**src/rtl/predictor_pkg.sv**
```systemverilog
`default_nettype none
// ============================================================================
// Module  : predictor_pkg
// Brief   : Shared types, constants and helpers for the branch predictor
//           table scheduler (2-bit counters, scheduler states).
// Rev     : 1.0  initial release
// ============================================================================
package predictor_pkg;

    localparam int               CTR_W    = 2;
    localparam logic [CTR_W-1:0] CTR_INIT = 2'b01;

    typedef enum logic [1:0] {
        ST_INIT   = 2'd0,
        ST_IDLE   = 2'd1,
        ST_UPD_RD = 2'd2,
        ST_UPD_WR = 2'd3
    } state_t;

    // Word index of an instruction address; callers truncate to the table width.
    function automatic logic [31:0] word_index(input logic [31:0] addr);
        return addr >> 2;
    endfunction

    function automatic logic [CTR_W-1:0] sat_update(input logic [CTR_W-1:0] ctr,
                                                    input logic             taken);
        if (taken)
            return (ctr == '1) ? ctr : ctr + CTR_W'(1);
        else
            return (ctr == '0) ? ctr : ctr - CTR_W'(1);
    endfunction

endpackage
`default_nettype wire

```
**src/rtl/predictor_update_fifo.sv**
```systemverilog
`default_nettype none
// ============================================================================
// Module  : predictor_update_fifo
// Brief   : Small power-of-two FIFO holding pending {index, taken} updates.
// Rev     : 1.0  initial release
// ============================================================================
module predictor_update_fifo #(
    parameter int DEPTH = 4,
    parameter int WIDTH = 13
) (
    input  logic                   clk,
    input  logic                   rst,
    input  logic                   push,
    input  logic [WIDTH-1:0]       push_data,
    input  logic                   pop,
    output logic [WIDTH-1:0]       pop_data,
    output logic                   full,
    output logic                   empty,
    output logic [$clog2(DEPTH):0] count
);

    localparam int PTR_W = $clog2(DEPTH);

    logic [WIDTH-1:0] r_mem [DEPTH];
    logic [PTR_W-1:0] r_wr_ptr;
    logic [PTR_W-1:0] r_rd_ptr;
    logic [PTR_W:0]   r_count;
    logic             w_push;
    logic             w_pop;

    assign w_push = push && !full;
    assign w_pop  = pop && !empty;

    // Pointers wrap naturally because DEPTH is a power of two.
    always_ff @(posedge clk) begin
        if (rst) begin
            r_wr_ptr <= '0;
            r_rd_ptr <= '0;
            r_count  <= '0;
        end else begin
            if (w_push) r_wr_ptr <= r_wr_ptr + PTR_W'(1);
            if (w_pop)  r_rd_ptr <= r_rd_ptr + PTR_W'(1);
            case ({w_push, w_pop})
                2'b10:   r_count <= r_count + (PTR_W+1)'(1);
                2'b01:   r_count <= r_count - (PTR_W+1)'(1);
                default: r_count <= r_count;
            endcase
        end
    end

    always_ff @(posedge clk) begin
        if (w_push) r_mem[r_wr_ptr] <= push_data;
    end

    assign pop_data = r_mem[r_rd_ptr];
    assign full     = (r_count == (PTR_W+1)'(DEPTH));
    assign empty    = (r_count == '0);
    assign count    = r_count;

endmodule
`default_nettype wire

```
**src/rtl/predictor_port_scheduler.sv**
```systemverilog
`default_nettype none
// ============================================================================
// Module  : predictor_port_scheduler
// Brief   : Shares the single BHT port between fetch lookups and queued ROB
//           read-modify-write updates; walks the table to 2'b01 after reset.
//           Define PREDICTOR_SCHED_STATS_EN to add stall counters.
// Rev     : 1.0  initial release
// ============================================================================
module predictor_port_scheduler
    import predictor_pkg::*;
#(
    parameter int IDX_WIDTH = 12,
    parameter int UPD_DEPTH = 4
) (
    input  logic                 clockIn,
    input  logic                 resetIn,
    input  logic                 lookupValid,
    input  logic [31:0]          lookupAddr,
    output logic                 lookupReady,
    output logic                 predValid,
    output logic                 predJump,
    input  logic                 updateValid,
    input  logic [31:0]          updateInstr,
    input  logic                 updateTaken,
    output logic                 updateReady,
    output logic                 initDone,
    output logic                 tableEn,
    output logic                 tableWe,
    output logic [IDX_WIDTH-1:0] tableAddr,
    output logic [CTR_W-1:0]     tableWdata,
    input  logic [CTR_W-1:0]     tableRdata
`ifdef PREDICTOR_SCHED_STATS_EN
    ,
    output logic [31:0]          lookupStallCount,
    output logic [31:0]          updateStallCount
`endif
);

    localparam int CNT_W = $clog2(UPD_DEPTH) + 1;
    localparam int ENT_W = IDX_WIDTH + 1;

    state_t               r_state;
    state_t               w_state_nxt;
    logic [IDX_WIDTH-1:0] r_init_idx;
    logic [IDX_WIDTH-1:0] w_init_idx_nxt;
    logic                 r_init_done;
    logic                 w_init_done_nxt;
    logic                 r_pred_valid;
    logic                 w_lookup_fire;
    logic                 w_push;
    logic                 w_pop;
    logic [IDX_WIDTH-1:0] w_lookup_idx;
    logic [IDX_WIDTH-1:0] w_update_idx;
    logic [ENT_W-1:0]     w_head;
    logic [IDX_WIDTH-1:0] w_head_idx;
    logic                 w_head_taken;
    logic                 w_fifo_full;
    logic                 w_fifo_empty;
    logic [CNT_W-1:0]     w_fifo_count;

    assign w_lookup_idx = IDX_WIDTH'(word_index(lookupAddr));
    assign w_update_idx = IDX_WIDTH'(word_index(updateInstr));
    assign w_head_idx   = w_head[ENT_W-1:1];
    assign w_head_taken = w_head[0];

    // Ready uses the registered count, so a same-cycle pop never frees a slot.
    assign updateReady = r_init_done && !resetIn && (w_fifo_count < CNT_W'(UPD_DEPTH));
    assign w_push      = updateValid && updateReady;

    predictor_update_fifo #(
        .DEPTH (UPD_DEPTH),
        .WIDTH (ENT_W)
    ) u_update_fifo (
        .clk       (clockIn),
        .rst       (resetIn),
        .push      (w_push),
        .push_data ({w_update_idx, updateTaken}),
        .pop       (w_pop),
        .pop_data  (w_head),
        .full      (w_fifo_full),
        .empty     (w_fifo_empty),
        .count     (w_fifo_count)
    );

    always_ff @(posedge clockIn) begin
        if (resetIn) begin
            r_state      <= ST_INIT;
            r_init_idx   <= '0;
            r_init_done  <= 1'b0;
            r_pred_valid <= 1'b0;
        end else begin
            r_state      <= w_state_nxt;
            r_init_idx   <= w_init_idx_nxt;
            r_init_done  <= w_init_done_nxt;
            r_pred_valid <= w_lookup_fire;
        end
    end

    always_comb begin
        w_state_nxt     = r_state;
        w_init_idx_nxt  = r_init_idx;
        w_init_done_nxt = r_init_done;
        w_lookup_fire   = 1'b0;
        w_pop           = 1'b0;
        lookupReady     = 1'b0;
        tableEn         = 1'b0;
        tableWe         = 1'b0;
        tableAddr       = '0;
        tableWdata      = '0;

        case (r_state)
            ST_INIT: begin
                tableEn        = 1'b1;
                tableWe        = 1'b1;
                tableAddr      = r_init_idx;
                tableWdata     = CTR_INIT;
                w_init_idx_nxt = r_init_idx + IDX_WIDTH'(1);
                if (r_init_idx == '1) begin
                    w_state_nxt     = ST_IDLE;
                    w_init_done_nxt = 1'b1;
                end
            end
            ST_IDLE: begin
                lookupReady = !w_fifo_full;
                // A full queue outranks fetch so updates cannot starve.
                if (w_fifo_full) begin
                    w_state_nxt = ST_UPD_RD;
                end else if (lookupValid) begin
                    tableEn       = 1'b1;
                    tableAddr     = w_lookup_idx;
                    w_lookup_fire = 1'b1;
                end else if (!w_fifo_empty) begin
                    w_state_nxt = ST_UPD_RD;
                end
            end
            ST_UPD_RD: begin
                tableEn     = 1'b1;
                tableAddr   = w_head_idx;
                w_state_nxt = ST_UPD_WR;
            end
            ST_UPD_WR: begin
                tableEn     = 1'b1;
                tableWe     = 1'b1;
                tableAddr   = w_head_idx;
                tableWdata  = sat_update(tableRdata, w_head_taken);
                w_pop       = 1'b1;
                w_state_nxt = ST_IDLE;
            end
            default: w_state_nxt = ST_INIT;
        endcase

        // Suppress all port activity while reset is held, even mid-RMW.
        if (resetIn) begin
            tableEn       = 1'b0;
            tableWe       = 1'b0;
            lookupReady   = 1'b0;
            w_lookup_fire = 1'b0;
            w_pop         = 1'b0;
        end
    end

    assign initDone  = r_init_done;
    assign predValid = r_pred_valid;
    assign predJump  = r_pred_valid && tableRdata[1];

`ifdef PREDICTOR_SCHED_STATS_EN
    always_ff @(posedge clockIn) begin
        if (resetIn) begin
            lookupStallCount <= '0;
            updateStallCount <= '0;
        end else begin
            if (r_init_done && lookupValid && !lookupReady)
                lookupStallCount <= lookupStallCount + 32'd1;
            if (r_init_done && updateValid && !updateReady)
                updateStallCount <= updateStallCount + 32'd1;
        end
    end
`endif

endmodule
`default_nettype wire

```
**config.mk**
```make
export PLATFORM = sky130hd
export DESIGN_NAME = predictor_port_scheduler
export DESIGN_NICKNAME = d
export VERILOG_FILES = /design/src/rtl/predictor_pkg.sv /design/src/rtl/predictor_update_fifo.sv /design/src/rtl/predictor_port_scheduler.sv
export SDC_FILE = /design/constraint.sdc
export NUM_CORES = 1
export LEC_CHECK = 0
export ABC_AREA = 1
export CAP_MARGIN = 20
export CORE_UTILIZATION = 49
export CTS_CLUSTER_DIAMETER = 150
export DETAILED_ROUTE_END_ITERATION = 10
export PLACE_DENSITY_LB_ADDON = 0.25
export SLEW_MARGIN = 20
export SYNTH_ARGS = -nofsm -noshare
export SYNTH_HDL_FRONTEND = slang
export SYNTH_SLANG_ARGS = --single-unit
```
**constraint.sdc**
```tcl
create_clock -name clockIn -period 2.75 [get_ports clockIn]
set_input_delay 0.275 -clock clockIn [delete_from_list [all_inputs] [get_ports clockIn]]
set_output_delay 0.275 -clock clockIn [all_outputs]
set_load 0.01 [all_outputs]
```
==> results.ini <==
[status]
status = completed

[critical_path]
cp.arrival_ns = 2.29
critical_path.cell_chain = inv_1 > ha_1 > inv_2 > nand2_1 > a21oi_1 > nor2_1 > clkdlybuf4s50_1
cp_top_family = buffers and inverters
cp_slowest_stage_delay_ns = 0.47
cp_slowest_cell = clkdlybuf4s50_1
crit_buf_inv = 3
crit_required_ns = 2.48
crit_path_end_kind = output pin
criticalPathCategory = reg2out
crit_path_start_kind = flop
critical_path.max_fanout = 28

[synth]
synth.avg_cell_area_um2 = 9.05
netlist_top_cells_area = edfxtp_1 (43%), dfxtp_1 (14%), nor2_1 (9.0%)
yosysTopAreaCell = edfxtp_1
synth_top_area_share_pct = 42.6
ys_ff_latch = 77
synth_cell_types = 30
syn-cell-area_um2 = 3660
synthesis.nets = 488
syn_inst = 405
ys_warn_count = 0
synth-seq-area-share_pct = 56.3

[routing]
first_iter_violations = 138
finalWirelength_um = 7590
wl_per_cell_um = 13.4
num_vias = 2818
via_per_inst = 4.97
dr.pass1.iters = 5
detail-route-antenna-nets = 0
drc = 0

[flow_run]
drv_cap = 0

[placed_design]
port_buffers = 51
placed_area_um2 = 4250
place_ws_ns = 0.166
gp_congestion = 0.835
hpwl_um = 5160

[timing]
finalCritPeriodShare_pct = 93.3
fmax_ghz = 0.390
min_period_ns = 2.56
finalSetupViolations = 0
slew_violations = 0
skew_ns = 0.0139
finalHoldViolCount = 0
worstMarginPinSlew_ns = 0.440
slew_headroom_pct = 70.7
finalWorstSetupSlack_ns = 0.185

[die]
die_w_um = 88.5
core_area_um2 = 7250
dieArea_um2 = 7830
die_h_um = 88.5
start_util_pct = 50.5
io_pins = 92
num_rows = 31

[cells_and_area]
drive_gt1_share_pct = 10.0
fin_area_um2 = 4460
fin_nets = 546
area_delta_synth_final_pct = 21.7
num_antenna_cells = 0
fillers = 623

[power]
peakVddDrop_mv = 0.335
pwr-share-seq_pct = 58.5
p_leak_uw = 0.00167
internal-power_uw = 1630
clock_power_share_pct = 37.2
combPwrFrac_pct = 4.4
powerDensity_nw_per_um2 = 475
switching_share_pct = 23.0
p_sw_uw = 488

[global_routing]
antenna_found_initial = 0
grt.overflow.total = 0
grtUsageTotal_pct = 20.7
grt_max_degree = 29
grt_pass1_vias = 2495
grt_pass1_wl_um = 11700

[clocking]
path_clk_slew_ns = 0.08
cts_tree = built
cts_max_level = 3
ctsRootBufferMaster = clkbuf_8
cts_buffer_depth = 2
numCtsBuffers = 9
ctsHoldBuffers = 0
clock-sinks = 77
clk_latency_ns = 0.36

[min_path]
min_path_type = reg2reg

through the flow:
stage	TNS [ns]	cells	hold slack, ns	power, uW	utilization [%]
6_report	0	567	0.497	2120	61.5
3_3_place_gp	0	549	0.466	1360	58.6
5_1_grt	-0.00130	567	0.526	2200	61.5
3_5_place_dp	0	549	0.481	1360	58.6
2_1_floorplan	0	405	0.374	1290	-
4_1_cts	0	567	0.501	2130	61.4
cells by family (layout without fill, tap and decap cells):
kind of cell	count (synthesis)	after routing	share of synthesized area, %
simple gates	196	196	22.6
compound gates	69	69	9.70
flops	77	77	56.3
xor+xnor	3	3	0.717
fa+ha+maj	12	12	4.30
buf+inv	48	111	6.45
worst register-to-register path, cell delays in order, from the launching register on:
cell and delay [ns]:
dfxtp_1 0.43, ha_1 0.20, inv_1 0.07, nor2_1 0.09, o21ai_0 0.12, inv_1 0.14, ha_1 0.16, inv_1 0.07
fa_1 0.38, a21oi_1 0.14, o21ai_0 0.12, o21ai_0 0.17, a21oi_1 0.05
power groups by stage:
stage / Clock, uW / Sequential (uW) / Combinational [uW]
after floorplan: 0 / 1270 / 25.3
after global placement: 0 / 1270 / 89.6
after detailed placement: 0 / 1270 / 92.1
after CTS: 800 / 1240 / 92.7
after global routing: 856 / 1240 / 101
final: 788 / 1240 / 92.3
metal layers:
metal  share of wire (%)  track usage [%]
met1                  45             25.6
met2                  50             35.6
met3                 3.9             3.64
met4                 1.8             9.24
met5                   0                0
sequential cells by signal (all words and copies together), names as in the netlist, named ones only:
signal / count
u_update_fifo.r_mem: 52
r_init_idx: 12
u_update_fifo.count: 3
r_state: 2
u_update_fifo.r_rd_ptr: 2
u_update_fifo.r_wr_ptr: 2
initDone: 1
predValid: 1
layout by cell type (no fill, tap or decap), types with 2 or more instances in the layout:
cell and instances:
nor2_4 3, nand2_2 4, ha_1 11, nand3_1 11
buf_4 10, clkinv_4 3, clkdlybuf4s50_1 51, nor2_2 2
clkbuf_8 9, nand2_1 78, nand3_2 3, inv_1 29
xor2_1 2, or2_2 2, o21ai_1 2, inv_4 2
nor2_1 88, edfxtp_1 52, o21ai_0 33, nand4_1 3
clkinvlp_4 2, inv_2 2, dfxtp_1 24, inv_8 2
a21oi_1 31
cell type report:
cell class,count,area (um^2),share of cell area (%)
clock buffers,9,124,2.78
clock inverters,7,60.1,1.35
inverters,34,136,3.06
multi-input cells,280,1370,30.6
flip-flops and latches,77,2070,46.3
well taps,99,124,2.78
repair buffers,61,586,13.1
path summary, 6_finish.rpt:
path                                                 from                         to  slack, ns  depth (start not counted)
worst min register to register  u_update_fifo.r_rd_ptr[0]  u_update_fifo.r_rd_ptr[0]       0.50                          1
worst max-delay path                           r_state[0]               tableAddr[7]       0.19                          7
worst max register to register                 r_state[0]     u_update_fifo.count[2]       0.50                         12
worst min-delay path            u_update_fifo.r_rd_ptr[0]  u_update_fifo.r_rd_ptr[0]       0.50                          1
cells in the mapped netlist:
cell      number
xor2_1         2
nand2_2        4
nand2_4        1
o211ai_1       1
ha_1          11
nor2_1        88
o21ai_0       33
nand2_1       78
o21ai_1        2
buf_4          3
nor2_4         3
a21oi_1       31
nand3_1       11
clkbuf_1       2
dfxtp_1       25
nor3_1         1
inv_2          3
nor2_2         2
nand4_1        3
nand3_2        3
edfxtp_1      52
buf_2          4
a31oi_1        1
fa_1           1
inv_1         30
buf_6          5
or2_2          2
xnor2_1        1
o21bai_2       1
inv_4          1
repair_timing:
action	4_1_cts	5_1_grt
gates resized for setup	2	2
endpoints found under the hold margin	0	0
buffers inserted	2	0
setup endpoints to repair	12	3
Note: power is estimated with default switching activity, not from simulation.
